File: src/rtl/uart_pkg.sv
// Shared UART constants and the receiver state encoding.
// N_TICKS is the single oversampling value shared with the baud-rate generator.
package uart_pkg;

    localparam int N_TICKS     = 16;
    localparam int N_DATA_BITS = 8;

    typedef enum logic [2:0] {
        IDLE  = 3'd0,
        START = 3'd1,
        DATA  = 3'd2,
        STOP  = 3'd3,
        BREAK = 3'd4
    } rx_state_t;

endpackage

File: src/rtl/sync_2ff.sv
// Two-flop synchronizer for a single asynchronous input bit.
// Both flops load RESET_VALUE on a synchronous active-low reset.
module sync_2ff #(
    parameter logic RESET_VALUE = 1'b1
) (
    input  logic i_clock,
    input  logic i_reset,
    input  logic i_d,
    output logic o_q
);

    logic meta;

    always_ff @(posedge i_clock) begin
        if (!i_reset) begin
            meta <= RESET_VALUE;
            o_q  <= RESET_VALUE;
        end else begin
            meta <= i_d;
            o_q  <= meta;
        end
    end

endmodule

File: src/rtl/uart_rx.sv
// UART receiver: 16x oversampled, start bit checked at mid-bit, data and stop
// bits sampled at their centres, with registered done / framing-error strobes.
module uart_rx #(
    parameter int N_DATA_BITS = uart_pkg::N_DATA_BITS,
    parameter int N_TICKS     = uart_pkg::N_TICKS
) (
    input  logic                   i_clock,
    input  logic                   i_reset,
    input  logic                   i_tick,
    input  logic                   i_rx,
    output logic [N_DATA_BITS-1:0] o_data,
    output logic                   o_rx_done,
    output logic                   o_frame_error
);

    import uart_pkg::*;

    localparam int TW = $clog2(N_TICKS);
    localparam int BW = $clog2(N_DATA_BITS);
    localparam logic [TW-1:0] TICK_HALF = TW'(N_TICKS / 2 - 1);
    localparam logic [TW-1:0] TICK_LAST = TW'(N_TICKS - 1);
    localparam logic [BW-1:0] BIT_LAST  = BW'(N_DATA_BITS - 1);

    logic                   rx_s;
    rx_state_t              state_q, state_d;
    logic [TW-1:0]          tick_q, tick_d;
    logic [BW-1:0]          bit_q, bit_d;
    logic [N_DATA_BITS-1:0] shift_q, shift_d;
    logic [N_DATA_BITS-1:0] data_q, data_d;
    logic                   done_q, done_d;
    logic                   ferr_q, ferr_d;

    sync_2ff #(.RESET_VALUE(1'b1)) u_rx_sync (
        .i_clock (i_clock),
        .i_reset (i_reset),
        .i_d     (i_rx),
        .o_q     (rx_s)
    );

    always_ff @(posedge i_clock) begin
        if (!i_reset) begin
            state_q <= IDLE;
            tick_q  <= '0;
            bit_q   <= '0;
            shift_q <= '0;
            data_q  <= '0;
            done_q  <= 1'b0;
            ferr_q  <= 1'b0;
        end else begin
            state_q <= state_d;
            tick_q  <= tick_d;
            bit_q   <= bit_d;
            shift_q <= shift_d;
            data_q  <= data_d;
            done_q  <= done_d;
            ferr_q  <= ferr_d;
        end
    end

    always_comb begin
        state_d = state_q;
        tick_d  = tick_q;
        bit_d   = bit_q;
        shift_d = shift_q;
        data_d  = data_q;
        done_d  = 1'b0;
        ferr_d  = 1'b0;
        case (state_q)
            IDLE: begin
                if (!rx_s) begin
                    tick_d  = '0;
                    state_d = START;
                end
            end
            START: begin
                if (i_tick) begin
                    if (tick_q == TICK_HALF) begin
                        if (!rx_s) begin
                            tick_d  = '0;
                            bit_d   = '0;
                            state_d = DATA;
                        end else begin
                            state_d = IDLE;
                        end
                    end else begin
                        tick_d = tick_q + TW'(1);
                    end
                end
            end
            DATA: begin
                if (i_tick) begin
                    if (tick_q == TICK_LAST) begin
                        // LSB-first line order: right shift puts the first bit at bit 0.
                        shift_d = {rx_s, shift_q[N_DATA_BITS-1:1]};
                        tick_d  = '0;
                        if (bit_q == BIT_LAST) begin
                            state_d = STOP;
                        end else begin
                            bit_d = bit_q + BW'(1);
                        end
                    end else begin
                        tick_d = tick_q + TW'(1);
                    end
                end
            end
            STOP: begin
                if (i_tick) begin
                    if (tick_q == TICK_LAST) begin
                        tick_d = '0;
                        if (rx_s) begin
                            data_d  = shift_q;
                            done_d  = 1'b1;
                            state_d = IDLE;
                        end else begin
                            ferr_d  = 1'b1;
                            state_d = BREAK;
                        end
                    end else begin
                        tick_d = tick_q + TW'(1);
                    end
                end
            end
            BREAK: begin
                // A line held low must return high before a new frame can start.
                if (rx_s) begin
                    state_d = IDLE;
                end
            end
            default: state_d = IDLE;
        endcase
    end

    assign o_data        = data_q;
    assign o_rx_done     = done_q;
    assign o_frame_error = ferr_q;

endmodule

File: config.mk
export PLATFORM = sky130hd
export DESIGN_NAME = uart_rx
export DESIGN_NICKNAME = d
export VERILOG_FILES = /design/src/rtl/uart_pkg.sv /design/src/rtl/sync_2ff.sv /design/src/rtl/uart_rx.sv
export SDC_FILE = /design/constraint.sdc
export NUM_CORES = 1
export LEC_CHECK = 0
export CAP_MARGIN = 15
export CELL_PAD_IN_SITES_DETAIL_PLACEMENT = 1
export CELL_PAD_IN_SITES_GLOBAL_PLACEMENT = 1
export CORE_MARGIN = 8
export CORE_UTILIZATION = 23
export DETAILED_ROUTE_END_ITERATION = 7
export DONT_BUFFER_PORTS = 1
export GPL_ROUTABILITY_DRIVEN = 1
export PLACE_DENSITY = 0.47
export SKIP_CTS_REPAIR_TIMING = 1
export SLEW_MARGIN = 10
export SYNTH_ARGS = -nofsm -noshare
export SYNTH_HDL_FRONTEND = slang
export SYNTH_SLANG_ARGS = --single-unit
File: constraint.sdc
create_clock -name i_clock -period 1.97 [get_ports i_clock]
set_input_delay 0.591 -clock i_clock [delete_from_list [all_inputs] [get_ports i_clock]]
set_output_delay 0.591 -clock i_clock [all_outputs]
set_load 0.01 [all_outputs]
-- Word-level counts from Yosys, hierarchy flattened
Index checks and enable logic that the tools add are counted.
- logic and storage cells: 67
- bits in registers: 30
- eq/ne operators: 19
- mux-type cells: 27
- add/sub/neg operators: 2
- reduce and logical (&&, ||, !) cells: 10
- operator list (operator ; count):
    $mux 3 ; 16
    $mux 4 ; 5
    $ne 2x2->1 const B ; 10
    $pmux 3 s5 ; 1
    $pmux 4 s3 ; 1
    $reduce_and 9->1 ; 1
    $reduce_and 4->1 ; 2
    $reduce_and 7->1 ; 1
    $eq 3x2->1 const B ; 2
    $eq 3x3->1 const B ; 2
    $pmux 3 s2 ; 1
    $reduce_and 3->1 ; 2
    $add 4x1->4 const B ; 1
    $eq 4x3->1 const B ; 1
    $eq 4x4->1 const B ; 1
    $ne 2x1->1 const B ; 2
    $add 3x1->3 const B ; 1
    $eq 3x1->1 const B ; 1
    $logic_not 3->1 ; 1
    $reduce_bool 3->1 ; 1
    $mux 1 ; 2
    $mux 2 ; 1
    $reduce_bool 2->1 ; 1
    $reduce_or 2->1 ; 1

-- Depth between registers and ports, before layout
- depth after elaboration: 5
- gate-level depth with buffers: 6
- depth with buffers taken out: 6

-- Modules after synthesis
Synthesis repeated with hierarchy kept, for this count alone.
- cell total of the unflattened synthesis: 141
- area total of the unflattened synthesis: 1338.8 µm²
- modules (own cells, without submodules) (module ; times used ; sequential area each (µm²) ; area an instance (µm²) ; cells each):
    uart_rx ; 1 ; 560.5 ; 1286.2 ; 137
    sync_2ff ; 1 ; 40.0 ; 52.6 ; 4

-- Worst setup path before layout
No wires, ideal clock.
- path kind: register to register
- from: register tick_q[0]
- to: register state_q[0]
- cell stages (with the launch flop): 6
- data arrival time: 1.482 ns
- library setup time: 0.072 ns
- path slack: 0.416 ns
- cells stage by stage: dfxtp_1 -> ha_1 -> nand4_4 -> or2_4 -> a221oi_2 -> mux2i_1
- cells in the longest elaborated chain, start to end: 3
- elaborated cells between the ends (all ways): 6
- RTL lines (element ; RTL line ; source):
    start, declared ; uart_rx.sv:26 ; logic [TW-1:0] tick_q, tick_d;
    start signal, assigned ; uart_rx.sv:51 ; tick_q <= tick_d;
    $eq 4x4->1 or $eq 4x3->1 (tied branches) ; uart_rx.sv:92, uart_rx.sv:108, uart_rx.sv:77 ;
    $ne 2x2->1 (no source line) ; n/a ;
    $reduce_and 9->1 (no source line) (*) ; n/a ;
    end signal, assigned ; uart_rx.sv:50 ; state_q <= state_d;
    end, declared ; uart_rx.sv:25 ; rx_state_t state_q, state_d;
Every way passes the cells marked *; elsewhere a longest branch is shown, timed or not.
A chain may end at the register's enable or synchronous reset.

-- Final worst setup path
- from: register tick_q[0]
- to: register bit_q[2]
- cells in the longest elaborated chain, start to end: 3
- elaborated cells between the ends (all ways): 5
- RTL lines (element ; RTL line ; source):
    $eq 4x4->1 or $eq 4x3->1 (tied branches) ; uart_rx.sv:92, uart_rx.sv:77 ;
    $ne 2x2->1 (no source line) ; n/a ;
    $reduce_and 7->1 (no source line) (*) ; n/a ;
    end signal, assigned ; uart_rx.sv:52 ; bit_q <= bit_d;
    end, declared ; uart_rx.sv:27 ; logic [BW-1:0] bit_q, bit_d;
Marks and branches as above.

==> flow_summary.toml <==
[place]
gp_congestion = 0.744
hpwl_mm = 2.09
dpl.cell_count = 207
port_buffers = 0

[min_path]
min_path_type = "in -> reg"
hold_path_depth = 1
hold_path_end = "u_rx_sync.o_q"
min_from = "i_reset"

[synthesis]
synth.distinct_cells = 42
synth_enable_flop_cells = 0
netlist_area_um2 = 1350
synth_xor_area_share_pct = 1.95
synth_seq_cells = 30
synthMostInstantiatedCell = "dfxtp_1"
syn_nets = 141
synth_top_area_cell = "dfxtp_1"
postSynthAreaPerCell_um2 = 10.1
seq_area_frac_synth_pct = 44.5
yosysTopAreaCellShare_pct = 44.5
synth_top_family_by_area = "simple AND/OR/NAND/NOR gates"
async_reset_ff_share_pct = 0
ys_top_cells_by_count = "dfxtp_1, nor2_1, mux2i_1, a21oi_1"
synth-adder-area-share_pct = 2.78
syn_inst = 134
muxShareOfSynthArea_pct = 13.5
synth_compound_area_share_pct = 11.1
yosys_warnings = 0
yosys.area_share.simple_pct = 21.0
synth_area_leaders = "dfxtp_1, mux2i_1, nor2_1, ha_1, a21oi_1"
synth_flop_cell = "dfxtp_1"

[clock_network]
htree_num_levels = 2
cts.sinks = 30
cts.reportedPaths.clkPinSlew_ns = 0.06
clk_latency_ns = 0.28
cts_buffer_depth = 2
cts_tree = "built"
root_buffer = "clkbuf_8"
cts_made_buffers = 5

[timing]
period_share_pct = 90.5
setup_violations = 0
rsz0062_at_grt = "false"
setup_tns_ns = 0
slew_headroom_pct = 74.3
timing_hold_violations_final = 0
report.final.slew_viol_count = 0
tightest_slew_ns = 0.385
fin_skew_ns = 0.00337
period_needed_ns = 1.78
fmax_ghz = 0.561

[detailed_routing]
met1_length_mm = 1.31
top_layer_used = "met4"
met3_length_um = 240
wl_met2_mm = 1.38
dr.pass1.iters = 4
first_iter_violations = 50
vias_per_cell = 4.55
drt-wirelength-per-cell_um = 13.8
ant_nets = 0
wl_mm = 2.98
vias = 979
drc_errors = 0

[pwr]
switchingPower_mw = 0.379
switching_share_pct = 27.8
leakagePower_nw = 0.533
combPwrFrac_pct = 13.8
pwr-share-clk_pct = 37.6
intPower_mw = 0.984
seq_power_share_pct = 48.6
powerDensity_nw_per_um2 = 901
ir_drop_v = 0.000293
report.power.total_mw = 1.36

[floorplan]
io_pins = 14
die_h_um = 92.6
rows = 28
core-area_um2 = 5780
die_area_um2 = 8570
initial_utilization_pct = 23.3
die_x_um = 92.6

[setup_path]
reg2reg_depth = 6
path_cells = "ha_1, nand4_4, nor3_1, buf_4, nor3b_2, a22o_1"
r2r_slack_ns = 0.19
timing.rr.start = "tick_q[0]"
critical_path_class = "reg -> reg"
critPathLaunchType = "flip-flop"
slowest_delay_ns = 0.39
arrival_ns = 2.01
cp_slowest_cell = "dfxtp_1"
cp.required_ns = 2.20
endpoint_kind = "flip-flop"
rr_endpoint = "bit_q[2]"
worstPathMaxFanout = 9

[final_layout]
syn2layout_area_growth_pct = 12.2
fillerInstances = 683
n_antenna_cell = 0
fin_nets = 146
final_cells = 215
drive_gt1_share_pct = 15.0

[outcome]
outcome = "finished, final reports clean"

[global_routing]
grt_first_pass_wirelength_mm = 5.02
grt_max_degree = 17
antenna_found_initial = 0
grt_use_total_pct = 7.47
grt_overflow_total = 0
grt_pass1_vias = 1001

[flow_run]
maxCapViolations = 0
[per-layer routing]
layer  track usage (%)  vias up
met1              7.99      475
met3              4.21        5
met4              3.22        0
met5                 0        -
met2              11.9       15
li1                  -      484
[critical path: cells and delay by family (launching register included)]
kind	cells	cell delay (ns)
adders and majority gates	1	0.30
buffers and inverters	1	0.22
AOI/OAI and AO/OA	1	0.19
DFF	1	0.39
and+or+nand+nor	3	0.62
[layout make-up]
class / instances / area, um^2 / area share, %
Clock buffer: 7 / 86.3 / 5.71
Clock inverter: 1 / 5.00 / 0.331
Inverter: 3 / 11.3 / 0.744
Multi-Input combinational cell: 94 / 678 / 44.8
Sequential cell: 30 / 601 / 39.7
Tap cell: 75 / 93.8 / 6.20
Timing Repair Buffer: 5 / 37.5 / 2.48
[cells in the final DEF, fill, tap and decap left out, types with 3 or more instances in the layout]
master    Yosys  final
mux2i_1      17     17
a21oi_1       6      6
nand2b_1      4      4
dfxtp_1      30     30
nor4_1        3      3
clkbuf_8      1      6
nand2_1       4      4
ha_1          3      3
nor3_1        4      4
buf_4         2      5
nor2_1       20     20
[through the flow]
stage          hold WS [ns]  setup slack [ns]  util [%]  instance area (um^2)
3_3_place_gp          0.399             0.288      24.6                  1420
2_1_floorplan         0.386             0.416         -                  1350
3_5_place_dp          0.403             0.208      24.6                  1420
5_1_grt               0.372            0.0411      26.2                  1510
4_1_cts               0.379             0.149      26.2                  1510
6_report              0.383             0.187      26.2                  1510
[sequential cells by signal (all words and copies together) (netlist names)]
register / cells
bit_q: 3
o_data: 8
o_frame_error: 1
o_rx_done: 1
shift_q: 8
state_q: 3
tick_q: 4
u_rx_sync.meta: 1
u_rx_sync.o_q: 1
[power groups by stage]
stage / combinational [mW] / sequential (mW) / clock (mW)
floorplan: 0.193 / 0.647 / 0
global placement: 0.185 / 0.675 / 0
detailed placement: 0.188 / 0.676 / 0
CTS: 0.189 / 0.662 / 0.537
global route: 0.208 / 0.666 / 0.568
finish: 0.188 / 0.663 / 0.512
[worst max path at each step]
| stage | startpoint | slack (ns) | end | cells after the start |
|---|---|---|---|---|
| 2_1_floorplan | tick_q[0] | 0.42 | state_q[0] | 5 |
| 3_3_place_gp | tick_q[0] | 0.29 | bit_q[0] | 6 |
| 3_5_place_dp | tick_q[0] | 0.21 | bit_q[2] | 6 |
| 4_1_cts | tick_q[0] | 0.15 | bit_q[2] | 6 |
| 5_1_grt | tick_q[0] | 0.04 | bit_q[2] | 6 |
| 6_report | tick_q[0] | 0.19 | bit_q[2] | 6 |
[cell families (layout without fill, tap and decap cells)]
family,count (synthesis),in the layout
simple gates,50,50
flops,30,30
compound gates,20,20
mux,18,18
buf+inv,10,16
fa+ha+maj,3,3
xor+xnor,3,3
Power figures use the tool's default switching activity.
